===== config.mk =====
export PLATFORM = sky130hd
export DESIGN_NAME = serial_adder
export DESIGN_NICKNAME = d
export VERILOG_FILES = /design/src/rtl/serial_adder_pkg.sv /design/src/rtl/serial_adder_full_adder.sv /design/src/rtl/serial_adder.sv
export SDC_FILE = /design/constraint.sdc
export NUM_CORES = 1
export LEC_CHECK = 0
export ABC_AREA = 1
export ABC_CLOCK_PERIOD_IN_PS = 1350
export BUFFER_PORTS_ARGS = -buffer_cell sky130_fd_sc_hd__buf_2
export CAP_MARGIN = 15
export CORE_MARGIN = 2
export CORE_UTILIZATION = 30
export DETAILED_ROUTE_END_ITERATION = 12
export GPL_ROUTABILITY_DRIVEN = 0
export GPL_TIMING_DRIVEN = 0
export PLACE_DENSITY = 0.56
export SLEW_MARGIN = 15
export SYNTH_ARGS = -nofsm -noshare
export SYNTH_HDL_FRONTEND = slang
export SYNTH_HIERARCHICAL = 1
export SYNTH_SLANG_ARGS = --single-unit

===== constraint.sdc =====
create_clock -name clk -period 1.35 [get_ports clk]
set_input_delay 0.2025 -clock clk [delete_from_list [all_inputs] [get_ports clk]]
set_output_delay 0.2025 -clock clk [all_outputs]
set_load 0.03 [all_outputs]

===== src/rtl/serial_adder_pkg.sv =====
// Shared types and constants for the bit-serial adder.
package serial_adder_pkg;

  localparam int unsigned DEFAULT_WIDTH = 4;

  typedef enum logic [1:0] {
    IDLE = 2'd0,
    RUN  = 2'd1,
    DONE = 2'd2
  } state_e;

  // Bit counter only needs to reach WIDTH-1.
  function automatic int unsigned cnt_width(input int unsigned w);
    return (w < 2) ? 1 : $clog2(w);
  endfunction

endpackage


===== src/rtl/serial_adder_full_adder.sv =====
// Combinational 1-bit full-adder cell used for the per-bit step.
module full_adder (
  input  logic a,
  input  logic b,
  input  logic cin,
  output logic s,
  output logic cout
);

  assign s    = a ^ b ^ cin;
  assign cout = (a & b) | (a & cin) | (b & cin);

endmodule


===== src/rtl/serial_adder.sv =====
// Bit-serial ripple adder, LSB first, one full-adder cell plus a carry flop.
// Optional subtract mode (D = A - B - c_in, c_out = borrow) under SERIAL_ADDER_SUB_EN.
module serial_adder
  import serial_adder_pkg::*;
#(
  parameter int unsigned WIDTH = DEFAULT_WIDTH
) (
  input  logic             clk,
  input  logic             rst_n,
  input  logic             start,
  input  logic [WIDTH-1:0] A,
  input  logic [WIDTH-1:0] B,
  input  logic             c_in,
`ifdef SERIAL_ADDER_SUB_EN
  input  logic             sub,
`endif
  output logic [WIDTH-1:0] S,
  output logic             c_out,
  output logic             busy,
  output logic             done
);

  localparam int unsigned   CW   = cnt_width(WIDTH);
  localparam logic [CW-1:0] LAST = CW'(WIDTH - 1);

  state_e           state_q, state_d;
  logic [WIDTH-1:0] a_q, a_d;
  logic [WIDTH-1:0] b_q, b_d;
  logic [WIDTH-1:0] r_q, r_d;
  logic [WIDTH-1:0] s_q, s_d;
  logic [CW-1:0]    cnt_q, cnt_d;
  logic             cy_q, cy_d;
  logic             co_q, co_d;
  logic             sub_q, sub_d;
  logic             sub_sel;
  logic             sum_bit;
  logic             carry;
  logic             accept;

`ifdef SERIAL_ADDER_SUB_EN
  assign sub_sel = sub;
`else
  assign sub_sel = 1'b0;
`endif

  full_adder u_fa (
    .a    (a_q[0]),
    .b    (b_q[0]),
    .cin  (cy_q),
    .s    (sum_bit),
    .cout (carry)
  );

  assign accept = start && (state_q != RUN);

  always_comb begin
    state_d = state_q;
    a_d     = a_q;
    b_d     = b_q;
    r_d     = r_q;
    s_d     = s_q;
    cnt_d   = cnt_q;
    cy_d    = cy_q;
    co_d    = co_q;
    sub_d   = sub_q;

    unique case (state_q)
      RUN: begin
        a_d   = a_q >> 1;
        b_d   = b_q >> 1;
        r_d   = WIDTH'({sum_bit, r_q} >> 1);
        cy_d  = carry;
        cnt_d = cnt_q + 1'b1;
        if (cnt_q == LAST) begin
          state_d = DONE;
          s_d     = r_d;
          // In subtract mode the carry out is inverted into a borrow.
          co_d    = carry ^ sub_q;
        end
      end
      DONE:    state_d = IDLE;
      default: state_d = IDLE;
    endcase

    // Subtraction loads ~B with carry ~c_in, i.e. A + ~B + ~c_in.
    if (accept) begin
      state_d = RUN;
      a_d     = A;
      b_d     = B ^ {WIDTH{sub_sel}};
      cy_d    = c_in ^ sub_sel;
      cnt_d   = '0;
      sub_d   = sub_sel;
    end
  end

  always_ff @(posedge clk or negedge rst_n) begin
    if (!rst_n) begin
      state_q <= IDLE;
      a_q     <= '0;
      b_q     <= '0;
      r_q     <= '0;
      s_q     <= '0;
      cnt_q   <= '0;
      cy_q    <= 1'b0;
      co_q    <= 1'b0;
      sub_q   <= 1'b0;
    end else begin
      state_q <= state_d;
      a_q     <= a_d;
      b_q     <= b_d;
      r_q     <= r_d;
      s_q     <= s_d;
      cnt_q   <= cnt_d;
      cy_q    <= cy_d;
      co_q    <= co_d;
      sub_q   <= sub_d;
    end
  end

  assign S     = s_q;
  assign c_out = co_q;
  assign busy  = (state_q == RUN);
  assign done  = (state_q == DONE);

endmodule


==> metrics.cfg <==
[outcome]
outcome = complete, no violations

[yosys]
synth-edff-count = 0
ys_async_sr_fraction_pct = 100
synth_area_um2 = 918
synth_top_family_by_area = simple AND/OR/NAND/NOR gates
synth-seq-cells = 21
syn_inst = 102
synth_fa_ha_area_share_pct = 3.54
synth_xor_area_share_pct = 0
synth-main-ff-cell = dfrtp_1
synth.distinct_cells = 16
synthMuxAreaShare_pct = 0
ys_top_cells_by_area = dfrtp_1 (57%), nand2_1 (16%), nand3_1 (13%), buf_6 (2.5%), fa_1 (2.2%)
synth_common_cells = nand2_1 (38), nand3_1 (23), dfrtp_1 (21)
synth_compound_area_share_pct = 1.09
avgSynthCellArea_um2 = 9.00
ys_seq_area_share_pct = 57.2
ys.warnings.count = 6
synth_nets = 116
synth_simple_gate_area_share_pct = 31.9
yosysTopAreaCell = dfrtp_1
synth.most_common_cell = nand2_1
synth.top_cell.area_share_pct = 57.2

[timing]
tns_ps = 0
skew_ps = 4.14
tightest_slew_ps = 476
rsz0062_at_grt = false
setup_violations = 0
min_period_ps = 1290
fmax_mhz = 776
hold_viol = 0
drv_slew = 0
slew_headroom_pct = 68.3
fin_crit_sh_pct = 95.5

[cells_and_area]
nets = 143
fin_cells = 161
postLayoutCoreUtil_pct = 37.7
diodes = 0
area_growth_pct = 22.3
fin_area_um2 = 1120
drive_gt1_share_pct = 25.8

[drt]
first_pass_iters = 4
drtIter0Drc = 13
drtAntennaViolNets = 0
vias = 749
wl_um = 1820
drt-vias-per-instance = 4.65
drc_errors = 0
wire_per_inst_um = 11.3

[floorplanning]
ios = 19
die_height_um = 59.3
rows = 20
core_area_um2 = 2980
initial_core_util_pct = 30.8
die-area_um2 = 3520
die_w_um = 59.3

[grt]
first_global_vias = 747
overflow = 0
grt_pass1_wl_um = 3130
antenna_found_initial = 0
grt_usage_pct = 11.7
grt_max_degree = 22

[clocking]
clkTransAtPathRegs_ps = 110
clk_latency_ps = 300
cts_tree = yes
cts_buffers = 3
cts-root-buf = clkbuf_4
cts_sinks = 21
clk_path_buf_depth = 2
htreeDepth = 1

[power]
p_clk_share_pct = 11.6
p_seq_share_pct = 40.4
p_leak_nw = 0.606
netSwitchingFraction_pct = 41.2
p_comb_share_pct = 47.9
power.density_nw_per_um2 = 2260
cell_internal_pwr_w = 0.00150
power.switching_w = 0.00105
ir_drop_uv = 788
power_w = 0.00254

[placed_design]
placed_area_um2 = 1050
io_buffers = 18
hpwl_um = 1280
dpl.cell_count = 153

[setup_path]
cp-end-kind = primary output
crit_arrival_ps = 1090
path_max_fanout = 5
worstPathRequired_ps = 1150
path_class = reg2out
cp_common_cell = buf_6
critPathMaxStageDelay_ps = 370
cp_cell_sequence = inv_1 > nor2_4 > buf_6 > buf_6
cpMaxStageDelayCell = dfrtp_1
start_kind = flop

[hold_path]
min_path_type = in2reg

[run]
max-cap-violations = 0

==> sequential cells by signal (all words and copies together) (netlist names) <==
signal and count:
S 4, a_q 4, b_q 4, c_out 1
cnt_q 2, cy_q 1, r_q 3, state_q 2
==> path summary, 6_finish.rpt <==
path	from	endpoint	slack (ps)	depth (start not counted)
worst max register to register	state_q[0]	a_q[3]	150	6
min in group asynchronous	rst_n	cnt_q[0]	380	2
max in group asynchronous	rst_n	state_q[0]	640	2
worst min register to register	r_q[3]	S[2]	480	2
worst max-delay path	state_q[0]	busy	60	4
worst min-delay path	B[3]	b_q[3]	120	3
==> worst max-delay path, delay by kind of cell (launching register included) <==
kind / cells / cell delay, ps
AND/OR/NAND/NOR: 1 / 110
buffers and inverters: 3 / 310
flip-flops: 1 / 370
==> layout by cell type (no fill, tap or decap) <==
cell type       n
dlygate4sd3_1   1
inv_2           1
nor2_4          1
dfrtp_1        21
buf_2          17
nand2_2         1
inv_1           5
fa_1            1
clkbuf_1        1
o21ai_1         1
clkbuf_4        3
buf_4           4
buf_6           4
nor2_2          2
ha_1            1
nor2_1          2
nand3_1        23
o21ai_0         1
nand2_1        38
==> power by group through the flow <==
| stage | logic [W] | clock network [W] | registers [W] |
|---|---|---|---|
| floorplan | 0.000727 | 0 | 0.00114 |
| global placement | 0.00109 | 0 | 0.00104 |
| detailed placement | 0.00111 | 0 | 0.00105 |
| CTS | 0.00120 | 0.000308 | 0.00103 |
| global route | 0.00137 | 0.000332 | 0.00106 |
| finish | 0.00122 | 0.000296 | 0.00103 |
==> cell families (layout without fill, tap and decap cells) <==
group | Yosys count | in the layout
AO/OA/AOI/OAI | 2 | 2
adder cells (fa/ha/maj) | 2 | 2
buffers and inverters | 10 | 36
flip-flops | 21 | 21
AND/OR/NAND/NOR | 67 | 67
==> area by class of cell <==
class	count	area (µm²)
inverter	6	22.5
fill	331	1850
timing repair buffer	22	131
sequential	21	526
multi-input combinational	71	338
tap	33	41.3
clock buffer	4	26.3
buffer	4	38.8
==> metal layers <==
metal  vias up  routed length, µm  global-route usage [%]
met2        20                900                    21.2
met3         0                101                    3.93
li1        379                  -                       -
met5         -                  0                       0
met1       350                813                    13.9
met4         0                  0                   0.974
==> what timing repair did <==
item / 4_1_cts / 5_1_grt
gates cloned: 0 / 0
buffers inserted: 2 / 1
resized for setup: 3 / 3
hold buffers: 1 / 0
endpoints found under the setup margin: 1 / 2
pin swaps: 1 / 0
hold endpoints to repair: 21 / 0
==> per-stage QoR <==
stage	setup slack [ps]	hold slack [ps]
6_report	61.1	124
5_1_grt	1.64	122
4_1_cts	14.8	118
3_5_place_dp	144	193
3_3_place_gp	151	188
2_1_floorplan	235	-93.1
(Power assumes the default switching activity.)
